`src/rtl/load_store_unit.sv`:
```
// Load/store unit: turns byte/half/word requests into a req/ack bus cycle and formats load data.
// Optional ack watchdog is compiled in when LSU_TIMEOUT_EN is defined.
module load_store_unit #(
  parameter int unsigned TIMEOUT_CYCLES = 255
) (
  input  logic        clk,
  input  logic        rst,
  input  logic        MemRead,
  input  logic        MemWrite,
  input  logic [31:0] Addr,
  input  logic [31:0] WriteData,
  input  logic [1:0]  Size,
  input  logic        Unsigned,
  output logic [31:0] DataOut,
  output logic        Stall,
  output logic        MisalignErr,
  output logic        BusErr,
  output logic        mem_req,
  output logic        mem_we,
  output logic [31:0] mem_addr,
  output logic [31:0] mem_wdata,
  output logic [3:0]  mem_be,
  input  logic [31:0] mem_rdata,
  input  logic        mem_ack
);

  localparam logic [1:0] StIdle = 2'd0;
  localparam logic [1:0] StReq  = 2'd1;
  localparam logic [1:0] StDone = 2'd2;

  logic [1:0]  state_q, state_d;
  logic [31:0] addr_q, wdata_q;
  logic [31:0] data_out_q, data_out_d;
  logic [3:0]  be_q;
  logic [1:0]  size_q;
  logic        we_q, unsigned_q;
  logic        bus_err_q, bus_err_d;

  logic        req_any, misaligned, accept, timeout;
  logic [3:0]  be_new;
  logic [31:0] wdata_new, load_fmt;
  logic [7:0]  rd_byte;
  logic [15:0] rd_half;

  assign req_any = MemRead | MemWrite;

  always_comb begin
    case (Size)
      2'b00:   misaligned = 1'b0;
      2'b01:   misaligned = Addr[0];
      default: misaligned = |Addr[1:0];
    endcase
  end

  assign accept = (state_q == StIdle) && req_any && !misaligned;

  always_comb begin
    case (Size)
      2'b00: begin
        wdata_new = {4{WriteData[7:0]}};
        be_new    = 4'b0001 << Addr[1:0];
      end
      2'b01: begin
        wdata_new = {2{WriteData[15:0]}};
        be_new    = Addr[1] ? 4'b1100 : 4'b0011;
      end
      default: begin
        wdata_new = WriteData;
        be_new    = 4'b1111;
      end
    endcase
  end

  always_comb begin
    rd_byte = mem_rdata[{addr_q[1:0], 3'b000} +: 8];
    rd_half = addr_q[1] ? mem_rdata[31:16] : mem_rdata[15:0];
    case (size_q)
      2'b00:   load_fmt = {{24{~unsigned_q & rd_byte[7]}}, rd_byte};
      2'b01:   load_fmt = {{16{~unsigned_q & rd_half[15]}}, rd_half};
      default: load_fmt = mem_rdata;
    endcase
  end

`ifdef LSU_TIMEOUT_EN
  localparam int unsigned CntW = (TIMEOUT_CYCLES > 255) ? $clog2(TIMEOUT_CYCLES + 1) : 8;
  logic [CntW-1:0] cnt_q, cnt_d;

  // cnt_q is 0 in the first REQ cycle, so the watchdog fires in REQ cycle TIMEOUT_CYCLES.
  assign cnt_d   = (state_q == StReq) ? cnt_q + 1'b1 : '0;
  assign timeout = (state_q == StReq) && !mem_ack && (cnt_q == CntW'(TIMEOUT_CYCLES - 1));

  always_ff @(posedge clk or posedge rst) begin
    if (rst) begin
      cnt_q <= '0;
    end else begin
      cnt_q <= cnt_d;
    end
  end
`else
  assign timeout = 1'b0;
`endif

  always_comb begin
    state_d    = state_q;
    data_out_d = data_out_q;
    bus_err_d  = 1'b0;
    case (state_q)
      StIdle: begin
        if (accept) state_d = StReq;
      end
      StReq: begin
        if (mem_ack) begin
          state_d = StDone;
          if (!we_q) data_out_d = load_fmt;
        end else if (timeout) begin
          state_d    = StDone;
          bus_err_d  = 1'b1;
          data_out_d = '0;
        end
      end
      StDone:  state_d = StIdle;
      default: state_d = StIdle;
    endcase
  end

  always_ff @(posedge clk or posedge rst) begin
    if (rst) begin
      state_q    <= StIdle;
      data_out_q <= '0;
      bus_err_q  <= 1'b0;
      addr_q     <= '0;
      wdata_q    <= '0;
      be_q       <= '0;
      size_q     <= '0;
      we_q       <= 1'b0;
      unsigned_q <= 1'b0;
    end else begin
      state_q    <= state_d;
      data_out_q <= data_out_d;
      bus_err_q  <= bus_err_d;
      if (accept) begin
        addr_q     <= Addr;
        wdata_q    <= wdata_new;
        be_q       <= be_new;
        size_q     <= Size;
        we_q       <= MemWrite;
        unsigned_q <= Unsigned;
      end
    end
  end

  assign mem_req     = (state_q == StReq);
  assign mem_we      = mem_req & we_q;
  assign mem_be      = mem_req ? be_q : 4'b0000;
  assign mem_addr    = {addr_q[31:2], 2'b00};
  assign mem_wdata   = wdata_q;
  assign DataOut     = data_out_q;
  assign BusErr      = bus_err_q;
  assign Stall       = accept | (state_q == StReq);
  assign MisalignErr = (state_q == StIdle) && req_any && misaligned;

endmodule

```
`config.mk`:
```
export PLATFORM = sky130hd
export DESIGN_NAME = load_store_unit
export DESIGN_NICKNAME = d
export VERILOG_FILES = /design/src/rtl/load_store_unit.sv
export SDC_FILE = /design/constraint.sdc
export NUM_CORES = 1
export LEC_CHECK = 0
export CAP_MARGIN = 20
export CORE_ASPECT_RATIO = 0.9
export CORE_UTILIZATION = 25
export CTS_CLUSTER_SIZE = 8
export DETAILED_ROUTE_END_ITERATION = 8
export REMOVE_ABC_BUFFERS = 1
export SYNTH_ARGS = -nofsm -noshare
export SYNTH_HDL_FRONTEND = slang
export SYNTH_SLANG_ARGS = --single-unit
```
`constraint.sdc`:
```
create_clock -name clk -period 3.4 [get_ports clk]
set_input_delay 0.68 -clock clk [delete_from_list [all_inputs] [get_ports clk]]
set_output_delay 0.68 -clock clk [all_outputs]
set_load 0.005 [all_outputs]
```
==> results.ini, run 1 <==
[status]
status = completed

[setup_path]
critPathCaptureType = output port
cp_common_cell = clkdlybuf4s50_1
path_class = input pin to output port
critPathSlowestCell = clkdlybuf4s50_1
cp_top_family = buffers and inverters
cp.required_ps = 2720
crit_buf_inv = 2
cp-start-kind = input pin
crit_chain = clkdlybuf4s50_1 -> o21ai_1 -> nand4b_1 -> nand2_1 -> clkdlybuf4s50_1
critPathMaxFanout = 12
arrival_ps = 2270
cpPeakStageDelay_ps = 600

[placed_design]
gp_congestion = 0.802
dp_hpwl_mm = 11.4
dp_slack_ps = 459
portBuffers = 205

[detailed_routing]
route.met2.wl_mm = 6.92
drt.antenna.violating_nets = 0
wl_met1_mm = 6.92
wl_met3_mm = 1.83
avgViaCountPerCell = 4.44
initialDrtViolationCount = 170
finalWirelength_mm = 15.8
drc_errors = 0
dr.pass1.iters = 5
via_count = 4625
wire_per_inst_um = 15.2
top_layer = met4

[layout]
drive_above_1_share = 0.0644
nFillCells = 2082
layout.nets = 860
area_growth_syn_to_layout_pct = 46.4
utilization = 0.379

[timing]
skew_ps = 15.2
timing.final.crit_share = 0.869
setup_violations = 0
slew_headroom = 0.359
final-hold-violation-count = 0
tightest_slew_ps = 962
max_clock_freq_mhz = 339
rsz0062_at_grt = no
slew_violations = 0
layout_min_cycle_time_ps = 2950
setup_ws_ps = 446

[clock_network]
htree_levels = 3
numCtsBuffers = 9
cts_tree = done
cts_setup_buffers = 0
hold_buffers = 0
cts.path.max_buffers = 2
clk-insertion-delay-late_ps = 360
cts_repair_resize_count = 0
cts.clk_slew.worst_paths_ps = 70
cts_root_buf = clkbuf_16
clkSinkCount = 106

[power_and_ir_drop]
vdd_drop_max_mv = 0.357
p_leak_nw = 3.45
power_density_nw_per_um2 = 719

[global_route]
grt_usage = 0.152
grt_max_degree = 94
antenna_found_initial = 0
gr-total-overflow = 0
grt_pass1_wl_mm = 25.5
first_global_vias = 4611

[floorplanning]
start_util = 0.259
pin_count = 209
rows = 49
die_area_um2 = 21600
core_um2 = 20300
chipHeight_um = 140
die_x_um = 155

[synth]
synth-xor-area-share = 0
yosysSeqAreaShare = 0.505
synth_edf_count = 0
synthAdderAreaFrac = 0
synthCells = 595
synth_top_family_by_area = simple AND/OR/NAND/NOR gates
ys_types = 48
netlist_area_um2 = 5250
ys_ff_latch = 106
synthSimpleGateAreaFrac = 0.234
synth-compound-area-share = 0.119
muxShareOfSynthArea = 0.0536
ys_dominant_reg_cell = dfrtp_1
synth-async-reset-ratio = 1.00
yosys_warnings = 0
syn_area_per_cell_um2 = 8.83

[min_path]
min_path_type = flop to flop

[job]
cap_violations = 0

[cells in the final DEF (no fill, tap or decap), types with 3 or more instances in the layout]
cell and n:
o31a_1 6, nand2_1 186, nor2_1 23, buf_4 11
nor3_1 8, and3_1 7, clkbuf_16 9, nand3_1 32
o21ai_0 10, mux2i_1 27, clkdlybuf4s50_1 205, a221o_1 6
conb_1 3, dfrtp_1 106, a21oi_1 26, and2_1 7
inv_1 9, o21ai_1 30, a21oi_2 8
[kinds of logic (layout without fill, tap and decap cells)]
family,Yosys count,after routing
multiplexers,28,28
flip-flops,106,106
other,1,4
AO/OA/AOI/OAI,99,99
AND/OR/NAND/NOR,280,280
buffers and inverters,81,245
[synthesized netlist by cell type, types with 2 or more instances]
master	n	area, um^2
and2_1	7	43.8
nor2_2	2	12.5
nand3b_1	2	15.0
nor3_1	8	40.0
and3_1	7	43.8
a21o_1	2	15.0
nand3_1	32	160
nand2_1	186	698
o31a_1	6	52.6
inv_1	10	37.5
a32oi_1	2	17.5
dfrtp_1	106	2650
nor2_1	23	86.3
buf_4	34	255
a21oi_2	8	70.1
a31oi_1	2	12.5
a221o_1	6	60.1
a21oi_1	26	130
buf_2	20	100
o21ai_1	30	150
mux2i_1	27	270
o21ai_0	10	50.1
clkbuf_1	14	52.6
[registers in the layout, indices dropped and copies added (netlist names)]
register    count
state_q         2
addr_q         32
unsigned_q      1
be_q            4
mem_wdata      32
DataOut        32
size_q          2
we_q            1
[worst paths after layout]
| path | from | endpoint | slack (ps) | cells after the start |
|---|---|---|---|---|
| min | addr_q[25] | addr_q[25] | 470 | 2 |
| max in group asynchronous | rst | addr_q[24] | 2040 | 3 |
| min in group asynchronous | rst | addr_q[9] | 680 | 2 |
| max | Addr[0] | Stall | 450 | 5 |
| max reg2reg | we_q | DataOut[2] | 1500 | 5 |
| min reg2reg | addr_q[25] | addr_q[25] | 470 | 2 |
[area by class of cell]
class                   instances  area (um^2)  share of cell area
multi-input cells             410         2150               0.280
flip-flops and latches        106         2650               0.345
diodes                          1         2.50            0.000325
repair buffers                218         2170               0.283
well taps                     280          350              0.0455
clock buffers                  10          239              0.0311
clock inverters                 6         78.8              0.0102
inverters                      11         43.8             0.00569
[tightest hold or removal path: stages, from the launching register on]
cell and delay, ps:
dfrtp_1 340, nand2_1 50, nand2_1 50
[power breakdown]
group / total (mW) / leakage, nW / switching [mW] / internal (mW)
combinational: 2.27 / 1.97 / 0.948 / 1.32
sequential: 2.12 / 1.32 / 0.347 / 1.77
clock: 1.14 / 0.158 / 0.530 / 0.610
[metal layers]
layer	global-route usage	up-vias
met5	0	-
met4	0.0391	0
met3	0.0666	10
met2	0.233	198
met1	0.194	2148
li1	-	2269
[per-stage QoR]
step | hold slack, ps | TNS, ps | instances | area [um^2] | total power, mW
floorplan | 453 | -10010 | 527 | 4840 | 2.97
global placement | 457 | 0 | 1025 | 7370 | 4.41
detailed placement | 462 | 0 | 1025 | 7370 | 4.44
CTS | 481 | 0 | 1041 | 7690 | 5.61
global route | 492 | 0 | 1041 | 7690 | 5.93
finish | 474 | 0 | 1042 | 7690 | 5.53
Note: power is estimated with default switching activity, not from simulation.
==> run 2, diff against run 1 <==
Settings changed: CORE_ASPECT_RATIO 0.9 to unset.
==> run 2 against run 1 <==
Net effect:
- combinational power about the same
- first-iteration DRC count up 5.9%
- final cell count down 0.96%
- sequential power about the same
- cell area down 0.72%
- register-to-register slack worse by 30 ps
- count of clock-buffer cells in the layout down 1
- non-clock buffer count up 1
- sequential share of layout area up 0.25 points
- largest power group unchanged
==> results.ini, run 2 (synthesis gave the netlist of run 1 again) <==
[status]
status = completed

[timing]
max_clock_freq_mhz = 340
setup_ws_ps = 456
skew_ps = 9.49
slew_violations = 0
timing.final.crit_share = 0.866
slew_headroom = 0.371
final-hold-violation-count = 0
layout_min_cycle_time_ps = 2940
rsz0062_at_grt = no
setup_violations = 0
tightest_slew_ps = 944

[layout]
layout.nets = 861
final_common_cell = clkdlybuf4s50_1
regArea_um2 = 2650
final_cell_mix = clkdlybuf4s50_1 (205), nand2_1 (186), dfrtp_1 (106)
drive_above_1_share = 0.0643
antenna-diode-count = 0
multi_input_area_um2 = 2150
area_growth_syn_to_layout_pct = 45.4
nFillCells = 2115

[min_path]
min_path_type = flop to flop
min_from = addr_q[23]
min_to = addr_q[23]
whs_path_depth = 2

[power_and_ir_drop]
combPwrFrac = 0.417
vdd_drop_max_mv = 0.294
switching_power_mw = 1.80
p_sw_frac = 0.334
p_leak_nw = 3.43
power_density_nw_per_um2 = 708
clockPowerShare = 0.191
p_seq_frac = 0.393
power_mw = 5.41
power.internal_mw = 3.60

[detailed_routing]
drc_errors = 0
wl_met1_mm = 7.08
dr.pass1.iters = 4
finalWirelength_mm = 15.4
route.met2.wl_mm = 6.70
via_count = 4575
wl_met3_mm = 1.42
top_layer = met4
avgViaCountPerCell = 4.43
wire_per_inst_um = 14.9
drt.antenna.violating_nets = 0
initialDrtViolationCount = 180

[clock_network]
htree_levels = 3
numCtsBuffers = 9
cts.clk_slew.worst_paths_ps = 80
clk-insertion-delay-late_ps = 360
cts_root_buf = clkbuf_16
clkSinkCount = 106
cts_tree = done
cts.path.max_buffers = 2
hold_buffers = 0
cts_setup_buffers = 0
cts_repair_resize_count = 0

[placed_design]
portBuffers = 205
gp_congestion = 0.786
dp_hpwl_mm = 11.0
dp_slack_ps = 455

[floorplanning]
rows = 52
core_um2 = 20400
die_x_um = 147
pin_count = 209
die_area_um2 = 21600
chipHeight_um = 147
start_util = 0.257

[setup_path]
critPathCaptureType = output port
r2r_end = DataOut[12]
cp.required_ps = 2720
critPathMaxFanout = 12
cp-start-kind = input pin
rrSetupSlack_ps = 1470
reg2reg_depth = 4
path_class = input pin to output port
arrival_ps = 2260
regToRegStartpoint = size_q[0]

[global_route]
antenna_found_initial = 0
grt_pass1_wl_mm = 25.0
gr-total-overflow = 0
first_global_vias = 4596
grt_max_degree = 94
grt_usage = 0.148

[job]
cap_violations = 0

==> run 2: power groups by stage <==
stage | combinational, mW | clock [mW] | sequential (mW)
final | 2.25 | 1.03 | 2.12
after global routing | 2.50 | 1.12 | 2.20
after CTS | 2.29 | 1.07 | 2.13
after detailed placement | 2.28 | 0 | 2.14
after global placement | 2.27 | 0 | 2.13
after floorplan | 0.805 | 0 | 2.16
==> run 2: area by class of cell <==
cell class                      count  area share
Inverter                           11     0.00573
Sequential cell                   106       0.347
Tap cell                          270      0.0442
Clock buffer                        9      0.0295
Timing Repair Buffer              219       0.284
Clock inverter                      7     0.00819
Multi-Input combinational cell    410       0.281
==> run 2: through the flow <==
stage               cell area (um^2)  instances  hold slack (ps)  TNS, ps  utilization
global placement                7350       1016              457        0        0.360
finish                          7640       1032              477        0        0.374
detailed placement              7350       1016              461        0        0.360
floorplan                       4840        527              453   -10010            -
CTS                             7640       1032              482        0        0.374
global route                    7640       1032              502        0        0.374
==> run 2: critical path, cell delays in order <==
cell             delay, ps
clkdlybuf4s50_1        590
o21ai_1                270
nand4b_1               140
nand2_1                 90
clkdlybuf4s50_1        490
==> run 2: routing by layer <==
layer	vias to the layer above	GRT usage
met5	-	0
met4	0	0.0469
met3	14	0.0494
met2	173	0.227
met1	2113	0.195
li1	2275	-
==> run 2: worst max-delay path by stage <==
stage	from	to	slack, ps
floorplan	Addr[1]	Stall	-560
detailed placement	Addr[0]	Stall	460
global placement	Addr[0]	Stall	480
finish	Addr[0]	Stall	460
CTS	Addr[0]	Stall	460
global route	Addr[0]	Stall	310
